===== config.mk =====
export PLATFORM = sky130hd
export DESIGN_NAME = sha_core
export DESIGN_NICKNAME = d
export VERILOG_FILES = /design/src/rtl/sha_core.sv
export SDC_FILE = /design/constraint.sdc
export NUM_CORES = 2
export LEC_CHECK = 0
export ABC_AREA = 1
export CAP_MARGIN = 10
export CORE_AREA = 2 2 401 403
export DETAILED_ROUTE_END_ITERATION = 12
export DIE_AREA = 0 0 403 405
export PLACE_DENSITY = 0.74
export RECOVER_POWER = 100
export SYNTH_ARGS = -nofsm -noshare
export SYNTH_HDL_FRONTEND = slang
export SYNTH_SLANG_ARGS = --single-unit

===== constraint.sdc =====
create_clock -name clk -period 24.7 [get_ports clk]
set_clock_uncertainty 0.2 [all_clocks]
set_input_delay 4.94 -clock clk [delete_from_list [all_inputs] [get_ports clk]]
set_output_delay 4.94 -clock clk [all_outputs]
set_load 0.01 [all_outputs]

===== src/rtl/sha_core.sv =====
// SHA-256 compression engine: one round per cycle, digest-vs-target compare.
// Define SHA_DOUBLE_EN to run a second compression over the first digest (double SHA-256).
module sha_core #(
  parameter int ROUNDS = 64
) (
  input  logic         clk,
  input  logic         rst,
  input  logic         beginSHA,
  input  logic [511:0] block,
  input  logic [255:0] target,
  output logic         complete,
  output logic         valid,
  output logic [255:0] hash,
  output logic         busy
);

  typedef enum logic [1:0] {IDLE, ROUND, FINAL, DONE} state_t;

  localparam int CW = 7;
  localparam logic [CW-1:0] LAST = CW'(ROUNDS - 1);

  localparam logic [255:0] IV = {
    32'h6a09e667, 32'hbb67ae85, 32'h3c6ef372, 32'ha54ff53a,
    32'h510e527f, 32'h9b05688c, 32'h1f83d9ab, 32'h5be0cd19};

  localparam logic [31:0] K [0:63] = '{
    32'h428a2f98, 32'h71374491, 32'hb5c0fbcf, 32'he9b5dba5, 32'h3956c25b, 32'h59f111f1, 32'h923f82a4, 32'hab1c5ed5,
    32'hd807aa98, 32'h12835b01, 32'h243185be, 32'h550c7dc3, 32'h72be5d74, 32'h80deb1fe, 32'h9bdc06a7, 32'hc19bf174,
    32'he49b69c1, 32'hefbe4786, 32'h0fc19dc6, 32'h240ca1cc, 32'h2de92c6f, 32'h4a7484aa, 32'h5cb0a9dc, 32'h76f988da,
    32'h983e5152, 32'ha831c66d, 32'hb00327c8, 32'hbf597fc7, 32'hc6e00bf3, 32'hd5a79147, 32'h06ca6351, 32'h14292967,
    32'h27b70a85, 32'h2e1b2138, 32'h4d2c6dfc, 32'h53380d13, 32'h650a7354, 32'h766a0abb, 32'h81c2c92e, 32'h92722c85,
    32'ha2bfe8a1, 32'ha81a664b, 32'hc24b8b70, 32'hc76c51a3, 32'hd192e819, 32'hd6990624, 32'hf40e3585, 32'h106aa070,
    32'h19a4c116, 32'h1e376c08, 32'h2748774c, 32'h34b0bcb5, 32'h391c0cb3, 32'h4ed8aa4a, 32'h5b9cca4f, 32'h682e6ff3,
    32'h748f82ee, 32'h78a5636f, 32'h84c87814, 32'h8cc70208, 32'h90befffa, 32'ha4506ceb, 32'hbef9a3f7, 32'hc67178f2};

  function automatic logic [31:0] ror(input logic [31:0] x, input int unsigned n);
    return (x >> n) | (x << (32 - n));
  endfunction

  function automatic logic [31:0] bsig0(input logic [31:0] x);
    return ror(x, 2) ^ ror(x, 13) ^ ror(x, 22);
  endfunction

  function automatic logic [31:0] bsig1(input logic [31:0] x);
    return ror(x, 6) ^ ror(x, 11) ^ ror(x, 25);
  endfunction

  function automatic logic [31:0] ssig0(input logic [31:0] x);
    return ror(x, 7) ^ ror(x, 18) ^ (x >> 3);
  endfunction

  function automatic logic [31:0] ssig1(input logic [31:0] x);
    return ror(x, 17) ^ ror(x, 19) ^ (x >> 10);
  endfunction

  state_t          state_q, state_d;
  logic [CW-1:0]   rcnt_q;
  logic [255:0]    hash_q;
  logic            valid_q;
  logic            last_pass;

  logic [31:0]     w_q  [16];   // w_q[0] is the word consumed this round
  logic [31:0]     st_q [8];    // a..h
  logic [31:0]     st_d [8];
  logic [255:0]    target_q;
  logic [31:0]     w_new, t1, t2;
  logic [255:0]    digest;

`ifdef SHA_DOUBLE_EN
  logic            pass_q;
  assign last_pass = pass_q;
`else
  assign last_pass = 1'b1;
`endif

  always_comb begin
    // NOTE: every combinational output gets a default first, so no latch can be inferred.
    state_d = state_q;
    case (state_q)
      IDLE:    if (beginSHA) state_d = ROUND;
      ROUND:   if (rcnt_q == LAST) state_d = FINAL;
      FINAL:   state_d = last_pass ? DONE : ROUND;
      DONE:    state_d = IDLE;
      default: state_d = IDLE;
    endcase
  end

  always_comb begin
    t1 = st_q[7] + bsig1(st_q[4]) + ((st_q[4] & st_q[5]) ^ (~st_q[4] & st_q[6]))
       + K[rcnt_q[5:0]] + w_q[0];
    t2 = bsig0(st_q[0]) + ((st_q[0] & st_q[1]) ^ (st_q[0] & st_q[2]) ^ (st_q[1] & st_q[2]));
    st_d[0] = t1 + t2;
    st_d[1] = st_q[0];
    st_d[2] = st_q[1];
    st_d[3] = st_q[2];
    st_d[4] = st_q[3] + t1;
    st_d[5] = st_q[4];
    st_d[6] = st_q[5];
    st_d[7] = st_q[6];
    w_new   = ssig1(w_q[14]) + w_q[9] + ssig0(w_q[1]) + w_q[0];
    digest  = '0;
    for (int i = 0; i < 8; i++) digest[255-32*i -: 32] = IV[255-32*i -: 32] + st_q[i];
  end

  always_ff @(posedge clk or posedge rst) begin
    if (rst) begin
      state_q <= IDLE;
      rcnt_q  <= '0;
      hash_q  <= '0;
      valid_q <= 1'b0;
`ifdef SHA_DOUBLE_EN
      pass_q  <= 1'b0;
`endif
    end else begin
      // NOTE: sequential state is written with non-blocking assignments only.
      state_q <= state_d;
      case (state_q)
        IDLE: if (beginSHA) begin
          rcnt_q  <= '0;
          valid_q <= 1'b0;
`ifdef SHA_DOUBLE_EN
          pass_q  <= 1'b0;
`endif
        end
        ROUND: rcnt_q <= (rcnt_q == LAST) ? '0 : rcnt_q + 1'b1;
        FINAL: begin
          rcnt_q <= '0;
          if (last_pass) begin
            hash_q  <= digest;
            valid_q <= (digest < target_q);
          end
`ifdef SHA_DOUBLE_EN
          pass_q <= 1'b1;
`endif
        end
        default: ;
      endcase
    end
  end

  // NOTE: datapath storage has no reset; every word is loaded on accept before it is read.
  always_ff @(posedge clk) begin
    case (state_q)
      IDLE: if (beginSHA) begin
        for (int i = 0; i < 16; i++) w_q[i] <= block[511-32*i -: 32];
        for (int i = 0; i < 8; i++) st_q[i] <= IV[255-32*i -: 32];
        target_q <= target;
      end
      ROUND: begin
        for (int i = 0; i < 15; i++) w_q[i] <= w_q[i+1];
        w_q[15] <= w_new;
        for (int i = 0; i < 8; i++) st_q[i] <= st_d[i];
      end
`ifdef SHA_DOUBLE_EN
      FINAL: if (!pass_q) begin
        // Second pass hashes the 32-byte first digest as a padded one-block message.
        for (int i = 0; i < 8; i++) w_q[i] <= digest[255-32*i -: 32];
        w_q[8] <= 32'h80000000;
        for (int i = 9; i < 15; i++) w_q[i] <= 32'h0;
        w_q[15] <= 32'h00000100;
        for (int i = 0; i < 8; i++) st_q[i] <= IV[255-32*i -: 32];
      end
`endif
      default: ;
    endcase
  end

  assign complete = (state_q == DONE);
  assign busy     = (state_q == ROUND) || (state_q == FINAL);
  assign hash     = hash_q;
  assign valid    = valid_q;

endmodule


==> run summary <==
Outcome = complete, but fails checks
Violated checks = max-capacitance violations, max-slew violations
Ranking of synthesized cells by area = edfxtp_1, nand2_1, dfrtp_1
Asr flop ratio synth = 20.6%
Tcrit/Tclk final = 63.2%
Fin nets = 11600
CTS resizes = 0
Hold WC Path Type = register to register
Die W = 403 µm
Worst Setup SP = beginSHA
WL/cell = 25.2 µm
Fin util = 60.6%
Avg Inst Size Synth = 8.60 µm²
Vias per cell = 5.62
Area grow syn2layout = 20.7%
Max-cap violations = 30
Hold path start = hash[160]
Synthesis-stage register bit count = 1290
Area leader, netlist = edfxtp_1
Initial Util = 50.2%
Clk Latency, worst-skew pair = 820 ps
Area of the mapped netlist = 80000 µm²
Rows = 147
Cell variety after synth = 70
TritonCTS buffer count = 145
Startpoint Class = primary input
Reg2reg path depth = 8
Setup Viol. Count Final = 0
Die Area = 163000 µm²
Clk root buf = clkbuf_16
Number of post-CTS setup repair buffers = 0
Clock transition at path regs = 60 ps
Worst hold stages = 2
Vias in the first global route = 68500
Endpoint class of the critical path = register
DRT iter0 DRCs = 8139
Vias post-DR = 70000
Final Hold Vio Count = 0
Largest net degree at the start of global routing = 244
Final wirelength = 314 mm
CTS tree = built
Area share of the largest cell type after synthesis = 38.4%
Relative slew slack = -230%
Layout cells sized above 1 = 4.02%
Hold-fix buffers, CTS = 0
Critical path class = primary input to register
Setup TNS Final = 0 ps
Pins Over Slew Limit = 2129
RR Startpoint = state_q[1]
Crit Path Max Fanout = 102
Post-DP HPWL = 249 mm
Critical Path RT = 25140 ps
Synth Instances = 9303
Initial antenna violation count = 45
Fmax = 0.0641 GHz
Core Box Area = 159000 µm²
Final min period = 15610 ps
Syn nets = 10700
R2R setup slack = 10990 ps
Die height = 405 µm
TritonCTS Sinks = 1290
RePlAce Congestion = 1.04
RSZ-0062 raised after global routing = false
First-pass GRT wire length = 449 mm
Leading register cell type out of synthesis = edfxtp_1
Worst EP arrival = 16050 ps
I/O pins = 1030
Number of synthesized flops with an enable pin = 1024
GRT Overall Usage = 37.7%
H-tree levels = 4
Worst flop-to-flop path endpoint = w_q[0][34]
WHS Endpoint = hash[160]
Ys Warns = 0
Maximum clock path buffer count = 3
Post-route ant nets = 0
DRC = 0
TritonRoute pass-1 iters = 6
PortBufs = 1029
Worst Max-Slew Pin Slew = 4950 ps
Post-synthesis sequential area ratio = 46.8%
Gr ovfl total = 0
-- cell type report --
type	instances	area, µm²
fillers	13800	62700
flip-flops and latches	1290	37400
multi-input cells	6528	36800
repair buffers	1075	10600
inverters	1184	4450
clock buffers	197	4010
well taps	2086	2610
clock inverters	71	601
diodes	31	77.6
-- sequential cells by signal, summed over array words and instances, names as in the netlist --
name      flops
hash        256
rcnt_q        7
st_q        256
state_q       2
target_q    256
valid         1
w_q         512
-- cell usage after synthesis, drive strengths merged, types with 9 or more instances --
library cell	n
a21o	22
a21oi	454
a221oi	9
a31oi	61
and2	15
buf	97
clkbuf	204
dfrtp	266
edfxtp	1024
fa	187
ha	409
inv	1182
nand2	3304
nand3	299
nand3b	10
nand4	70
nor2	514
nor3	84
nor4	35
o211ai	18
o21a	23
o21ai	396
o21bai	22
o221ai	16
o22ai	14
o31ai	16
or2	32
xnor2	144
xor2	317
-- per-stage QoR --
step | setup slack (ps) | hold WS (ps) | instances | area (µm²)
CTS | 15120 | 272 | 12400 | 96700
global route | 8240 | 293 | 12500 | 96600
finish | 9090 | 263 | 12500 | 96600
global placement | 15030 | 261 | 12200 | 92000
floorplan | 1130 | 259 | 9303 | 80000
detailed placement | 15130 | 258 | 12200 | 92000
-- worst max-delay path by stage --
stage               slack, ps           to  cells past startpoint
detailed placement      15130  st_q[0][29]                     28
finish                   9090  w_q[0][511]                      7
CTS                     15120  st_q[0][29]                     28
global placement        15030  st_q[0][29]                     28
global route             8240  w_q[0][495]                      6
floorplan                1130   st_q[0][0]                      4
-- layer usage --
layer / wire, µm / track usage (%) / part of all wire (%)
met1: 120000 / 47.5 / 38
met2: 147000 / 61.2 / 47
met3: 29500 / 8.31 / 9.4
met4: 17600 / 18.9 / 5.6
met5: 147 / 0 / 0.047
-- critical path: stages --
cell and delay (ps):
dlygate4sd3_1 550, nand2_1 1200, clkinvlp_2 3630, clkbuf_1 2250
clkbuf_1 2670, nand2_1 450, nand2_1 210
-- cells by family (layout without fill, tap and decap cells) --
logic type	Yosys count	in the layout	synth area share, %
xor+xnor	461	461	5.09
other cells	0	31	0
buf+inv	1485	2527	7.24
simple gates	4371	4371	22.1
compound gates	1096	1096	7.72
flops	1290	1290	46.8
fa+ha+maj	600	600	11.1
-- placed cells by master (no fill, tap or decap), types with 13 or more instances in the layout --
master	instances
inv_1	1151
o211ai_1	18
ha_1	409
o22ai_1	14
o221ai_1	16
a31oi_1	60
nor2_2	32
o21ai_1	22
buf_4	18
nand4_1	70
o21bai_1	22
o31ai_1	16
and2_1	13
diode_2	31
xor2_1	314
clkbuf_1	61
xnor2_1	143
clkinv_1	20
nor4_1	35
nor2_1	476
nand2_2	29
nand3_1	286
or2_2	31
fa_1	187
nand3_2	13
edfxtp_1	1024
a21oi_1	445
inv_2	27
nand2_1	3275
nor3_1	78
clkinv_2	24
clkbuf_16	150
clkdlybuf4s50_1	512
dfrtp_1	265
o21a_1	23
o21ai_0	364
a21o_1	22
dlygate4sd3_1	517
Power is not shown: default switching activity piles up to over one toggle a cycle in this logic, so the estimate is an artifact.
